**config.mk**
```make
export PLATFORM = sky130hd
export DESIGN_NAME = mem_access_stage
export DESIGN_NICKNAME = d
export VERILOG_FILES = /design/src/rtl/riscv_pkg.sv /design/src/rtl/lsu_align.sv /design/src/rtl/mem_access_stage.sv
export SDC_FILE = /design/constraint.sdc
export NUM_CORES = 1
export LEC_CHECK = 0
export CORE_ASPECT_RATIO = 1.75
export CORE_MARGIN = 3
export CORE_UTILIZATION = 28
export CTS_BUF_LIST = sky130_fd_sc_hd__clkbuf_16
export CTS_CLUSTER_DIAMETER = 30
export DETAILED_ROUTE_END_ITERATION = 8
export PLACE_DENSITY = 0.89
export SLEW_MARGIN = 0
export SYNTH_ARGS = -nofsm -noshare
export SYNTH_HDL_FRONTEND = slang
export SYNTH_SLANG_ARGS = --single-unit
```
**constraint.sdc**
```tcl
create_clock -name clk -period 2.5 [get_ports clk]
set_input_delay 0.375 -clock clk [delete_from_list [all_inputs] [get_ports clk]]
set_output_delay 0.375 -clock clk [all_outputs]
set_load 0.005 [all_outputs]
```
**src/rtl/riscv_pkg.sv**
```systemverilog
`default_nettype none
// ============================================================================
// Module   : riscv_pkg
// Brief    : Shared funct3 load/store encodings and MEM-stage FSM state type.
// Revision : 1.0 - initial release
// ============================================================================
package riscv_pkg;

    localparam logic [2:0] F3_B  = 3'b000;
    localparam logic [2:0] F3_H  = 3'b001;
    localparam logic [2:0] F3_W  = 3'b010;
    localparam logic [2:0] F3_BU = 3'b100;
    localparam logic [2:0] F3_HU = 3'b101;

    typedef enum logic [1:0] {
        IDLE = 2'd0,
        REQ  = 2'd1,
        RSP  = 2'd2
    } mem_state_t;

endpackage
`default_nettype wire

```
**src/rtl/lsu_align.sv**
```systemverilog
`default_nettype none
// ============================================================================
// Module   : lsu_align
// Brief    : Combinational byte-enable, store lane replication, load
//            extraction/extension and misalignment/illegal-funct3 detection.
// Revision : 1.0 - initial release
// ============================================================================
module lsu_align
    import riscv_pkg::*;
(
    input  logic [1:0]  i_addr_lo,
    input  logic [2:0]  i_funct3,
    input  logic        i_is_load,
    input  logic        i_is_store,
    input  logic [31:0] i_store_data,
    input  logic [31:0] i_load_word,
    output logic [3:0]  o_be,
    output logic [31:0] o_store_lanes,
    output logic [31:0] o_load_data,
    output logic        o_fault
);

    logic [7:0]  w_byte;
    logic [15:0] w_half;
    logic        w_illegal;

    always_comb begin
        w_byte = 8'h00;
        case (i_addr_lo)
            2'd0:    w_byte = i_load_word[7:0];
            2'd1:    w_byte = i_load_word[15:8];
            2'd2:    w_byte = i_load_word[23:16];
            default: w_byte = i_load_word[31:24];
        endcase
        w_half = i_addr_lo[1] ? i_load_word[31:16] : i_load_word[15:0];
    end

    always_comb begin
        o_be          = 4'b0000;
        o_store_lanes = 32'h0;
        o_load_data   = 32'h0;
        w_illegal     = 1'b0;
        case (i_funct3)
            F3_B, F3_BU: begin
                o_be          = 4'b0001 << i_addr_lo;
                o_store_lanes = {4{i_store_data[7:0]}};
                o_load_data   = (i_funct3 == F3_BU) ? {24'h0, w_byte}
                                                    : {{24{w_byte[7]}}, w_byte};
                // Unsigned variants exist only for loads
                w_illegal     = i_is_store && (i_funct3 == F3_BU);
            end
            F3_H, F3_HU: begin
                o_be          = 4'b0011 << {i_addr_lo[1], 1'b0};
                o_store_lanes = {2{i_store_data[15:0]}};
                o_load_data   = (i_funct3 == F3_HU) ? {16'h0, w_half}
                                                    : {{16{w_half[15]}}, w_half};
                w_illegal     = i_addr_lo[0] || (i_is_store && (i_funct3 == F3_HU));
            end
            F3_W: begin
                o_be          = 4'b1111;
                o_store_lanes = i_store_data;
                o_load_data   = i_load_word;
                w_illegal     = (i_addr_lo != 2'b00);
            end
            default: begin
                w_illegal     = 1'b1;
            end
        endcase
    end

    assign o_fault = (i_is_load | i_is_store) & w_illegal;

endmodule
`default_nettype wire

```
**src/rtl/mem_access_stage.sv**
```systemverilog
`default_nettype none
// ============================================================================
// Module   : mem_access_stage
// Brief    : RV32I MEM stage: data-memory req/gnt/rsp sequencing, load
//            extension, upstream stall and writeback gating.
// Revision : 1.0 - initial release
// ============================================================================
module mem_access_stage
    import riscv_pkg::*;
#(
    parameter int WIDTH = 32
) (
    input  logic             clk,
    input  logic             rst,
    input  logic [WIDTH-1:0] ALUResult_M,
    input  logic [WIDTH-1:0] WriteData_M,
    input  logic [2:0]       funct3_M,
    input  logic             MemRead_M,
    input  logic             MemWrite_M,
    input  logic             RegWrite_M,
    output logic             RegWrite_MW,
    output logic [WIDTH-1:0] ReadData_M,
    output logic             Stall_M,
    output logic             MemFault_M,
    output logic             dmem_req,
    output logic             dmem_we,
    output logic [WIDTH-1:0] dmem_addr,
    output logic [3:0]       dmem_be,
    output logic [WIDTH-1:0] dmem_wdata,
    input  logic             dmem_gnt,
    input  logic             dmem_rvalid,
    input  logic [WIDTH-1:0] dmem_rdata
);

    mem_state_t       r_state;
    mem_state_t       w_state_next;
    logic             w_access;
    logic             w_fault;
    logic             w_legal;
    logic             w_req;
    logic             w_busy;
    logic             w_done;
    logic             w_load_done;
    logic [3:0]       w_be;
    logic [WIDTH-1:0] w_store_lanes;
    logic [WIDTH-1:0] w_load_data;

    assign w_access = MemRead_M | MemWrite_M;
    assign w_legal  = w_access & ~w_fault;

    lsu_align u_lsu_align (
        .i_addr_lo     (ALUResult_M[1:0]),
        .i_funct3      (funct3_M),
        .i_is_load     (MemRead_M),
        .i_is_store    (MemWrite_M),
        .i_store_data  (WriteData_M),
        .i_load_word   (dmem_rdata),
        .o_be          (w_be),
        .o_store_lanes (w_store_lanes),
        .o_load_data   (w_load_data),
        .o_fault       (w_fault)
    );

    always_ff @(posedge clk) begin
        if (rst) begin
            r_state <= IDLE;
        end else begin
            r_state <= w_state_next;
        end
    end

    // Upstream is frozen while busy, so request fields come straight from
    // EX/MEM and stay stable across REQ without extra holding registers.
    always_comb begin
        w_state_next = r_state;
        w_req        = 1'b0;
        w_busy       = 1'b0;
        w_done       = 1'b0;
        case (r_state)
            IDLE: begin
                if (w_legal) begin
                    w_req  = 1'b1;
                    w_busy = 1'b1;
                    if (dmem_gnt) begin
                        if (MemWrite_M) begin
                            w_done = 1'b1;
                        end else begin
                            w_state_next = RSP;
                        end
                    end else begin
                        w_state_next = REQ;
                    end
                end
            end
            REQ: begin
                w_req  = 1'b1;
                w_busy = 1'b1;
                if (dmem_gnt) begin
                    if (MemWrite_M) begin
                        w_done       = 1'b1;
                        w_state_next = IDLE;
                    end else begin
                        w_state_next = RSP;
                    end
                end
            end
            RSP: begin
                w_busy = 1'b1;
                if (dmem_rvalid) begin
                    w_done       = 1'b1;
                    w_state_next = IDLE;
                end
            end
            default: begin
                w_state_next = IDLE;
            end
        endcase
    end

    assign w_load_done = (r_state == RSP) & dmem_rvalid;

    assign Stall_M     = w_busy & ~w_done;
    assign MemFault_M  = w_fault;
    assign RegWrite_MW = RegWrite_M & ~Stall_M & ~MemFault_M;
    assign ReadData_M  = w_load_done ? w_load_data : '0;

    assign dmem_req   = w_req;
    assign dmem_we    = w_req & MemWrite_M;
    assign dmem_addr  = w_req ? {ALUResult_M[WIDTH-1:2], 2'b00} : '0;
    assign dmem_be    = w_req ? w_be : 4'b0000;
    assign dmem_wdata = (w_req & MemWrite_M) ? w_store_lanes : '0;

endmodule
`default_nettype wire

```
==> flow_metrics.env <==
export IMPL_outcome="finished clean"
export IMPL_drt_first_pass_iters=5
export IMPL_finalHoldViolCount=0
export IMPL_fin_crit_ps=2490
export IMPL_initial_core_util_pct=29.5
export IMPL_placed_cells=584
export IMPL_cts_root_buf="clkbuf_16"
export IMPL_ios=211
export IMPL_wire_per_inst_um=18.4
export IMPL_globalplace_congestion=0.832
export IMPL_rows=38
export IMPL_maxCapViolations=0
export IMPL_cellPowerDensity_mw_per_mm2=273
export IMPL_clk_pin_slew_ps=30
export IMPL_largest_reg_flops=2
export IMPL_seq_area_frac_synth_pct=2.14
export IMPL_cp_start_kind="input port"
export IMPL_nNetsFinal=653
export IMPL_worstPathArrival_ps=2110
export IMPL_cts_sinks=2
export IMPL_vias=3310
export IMPL_p_leak_nw=2.18
export IMPL_vias_per_cell=5.33
export IMPL_cts_tree="yes"
export IMPL_grt_max_degree=43
export IMPL_syn_to_final_growth_pct=148
export IMPL_antenna_found_initial=0
export IMPL_insertion_delay_ps=220
export IMPL_cp_max_fo=13
export IMPL_ir_drop_v=0.000293
export IMPL_required_ps=2120
export IMPL_fin_crit_sh_pct=99.5
export IMPL_ys_warn_count=0
export IMPL_syn_mean_instance_area_um2=6.77
export IMPL_rsz0062_at_grt="true"
export IMPL_core_mm2=0.00632
export IMPL_synthCells=276
export IMPL_ant_nets=0
export IMPL_drive_gt1_share_pct=31.6
export IMPL_fin_cells=621
export IMPL_criticalPathCategory="input port to output port"
export IMPL_final_core_util_pct=73.3
export IMPL_synth_edff_count=0
export IMPL_numCtsBuffers=3
export IMPL_power_mw=1.27
export IMPL_regMostFlops="r_state"
export IMPL_dieArea_mm2=0.00773
export IMPL_die_w_um=67.7
export IMPL_drt_wl_total_um=11400
export IMPL_htree_levels=1
export IMPL_synth_flop_cell="dfxtp_1"
export IMPL_worst_clock_skew_ps=1.09
export IMPL_drc=0
export IMPL_netlist_area_mm2=0.00187
export IMPL_hpwl_um=8240
export IMPL_drt_iter0_drc=238
export IMPL_clockBufferDepth=2
export IMPL_async_flop_share_pct=0
export IMPL_grtUsageTotal_pct=27.7
export IMPL_grt_ovfl_total=0
export IMPL_reg_top3="r_state x2"
export IMPL_grt_pass1_wl_um=16600
export IMPL_die_h_um=114
export IMPL_setup_viol=0
export IMPL_numPortBuffers=208
export IMPL_synth_seq_cells=2
export IMPL_synth_cell_types=47
export IMPL_max_freq_mhz=402
export IMPL_cp_end_kind="output port"
export IMPL_grt_pass1_vias=3422
export IMPL_diodes=0
export IMPL_drv_slew=0
export IMPL_hold_class="flip-flop to flip-flop"
-- worst max-delay path, cell delays in order --
cell and delay [ps]:
clkdlybuf4s15_2 190, buf_6 120, a221o_1 390, a211oi_4 360, nor2_4 120, buf_12 170
nor2b_2 130, dlygate4sd2_1 250
-- cell usage after synthesis, types with 4 or more instances --
library cell   n  area share, %
buf_6          4            2.4
a22oi_1        9            3.6
nand2_1       20            4.0
nor2_4        10            6.0
ha_1           4            2.7
o21ai_0       14            3.8
and2_1        10            3.3
nor2_1        35            7.0
mux4_2         7            8.4
a21oi_1       45             12
nor2b_2        5            2.3
buf_2          6            1.6
a222oi_1       7            3.8
inv_1          9            1.8
mux2i_1        9            4.8
clkbuf_1      10            2.0
nor2b_1       36             12
-- where the power goes --
group / internal [mW] / switching, mW
Combinational: 0.576 / 0.408
Sequential: 0.0374 / 0.00468
Clock: 0.203 / 0.0356
Total: 0.817 / 0.448
-- cell usage in the layout, fill, tap and decap left out, drive strengths merged, types with 2 or more instances in the layout --
| cell | n |
|---|---|
| clkbuf | 14 |
| a22oi | 9 |
| a222oi | 7 |
| mux4 | 8 |
| nand2b | 3 |
| a211oi | 2 |
| mux2i | 9 |
| dlygate4sd2 | 48 |
| and2 | 10 |
| nor2 | 46 |
| nor2b | 41 |
| dfxtp | 2 |
| conb | 2 |
| nor3b | 2 |
| inv | 9 |
| clkdlybuf4s50 | 96 |
| nand2 | 20 |
| clkdlybuf4s15 | 27 |
| dlymetal6s2s | 5 |
| or2 | 3 |
| a21oi | 47 |
| ha | 4 |
| a221oi | 2 |
| o21ai | 14 |
| buf | 99 |
-- per-layer routing --
metal,GRT usage (%),wire (µm)
met4,14.4,590
met1,27.1,3610
met5,0,0
met2,52.6,6280
met3,4.62,949
-- through the flow --
step                TNS [ps]  instance area (µm²)  worst slack, ps  hold WS (ps)
CTS                     -181                 4500            -18.6           575
finish                     0                 4640             12.4           573
global route            -126                 4640            -32.8           628
floorplan                  0                 1870              427           454
detailed placement    -50010                 4310             -571           559
global placement      -45070                 4310             -514           548
-- layout make-up --
class,instances,area (µm²)
clock buffer,3,75.1
fill,482,1690
inverter,9,33.8
multi-input combinational,241,1720
sequential,2,40.0
tap,80,100
timing repair buffer,286,2670
-- logic make-up (layout without fill, tap and decap cells) --
group	Yosys count	in the layout	synth area share, %
fa+ha+maj	4	4	2.68
other cells	1	2	0.201
simple gates	130	131	40.7
compound gates	86	86	28.6
mux	18	18	15.3
buf+inv	35	298	10.4
flops	2	2	2.14
-- final timing paths --
check | start | endpoint | slack [ps] | depth (start not counted)
setup / recovery | funct3_M[0] | dmem_addr[6] | 10 | 8
hold / removal | r_state[1]$_SDFFE_PP0P_ | r_state[1]$_SDFFE_PP0P_ | 570 | 2
setup reg to reg | r_state[0]$_SDFFE_PP0P_ | r_state[1]$_SDFFE_PP0P_ | 740 | 7
hold reg to reg | r_state[1]$_SDFFE_PP0P_ | r_state[1]$_SDFFE_PP0P_ | 570 | 2
-- timing repair --
action	4_1_cts	5_1_grt
hold buffers	0	0
cloned	2	2
setup buffers	21	10
setup endpoints to repair	103	69
pin swaps	15	10
gates resized for setup	232	49
Power figures use the tool's default switching activity.
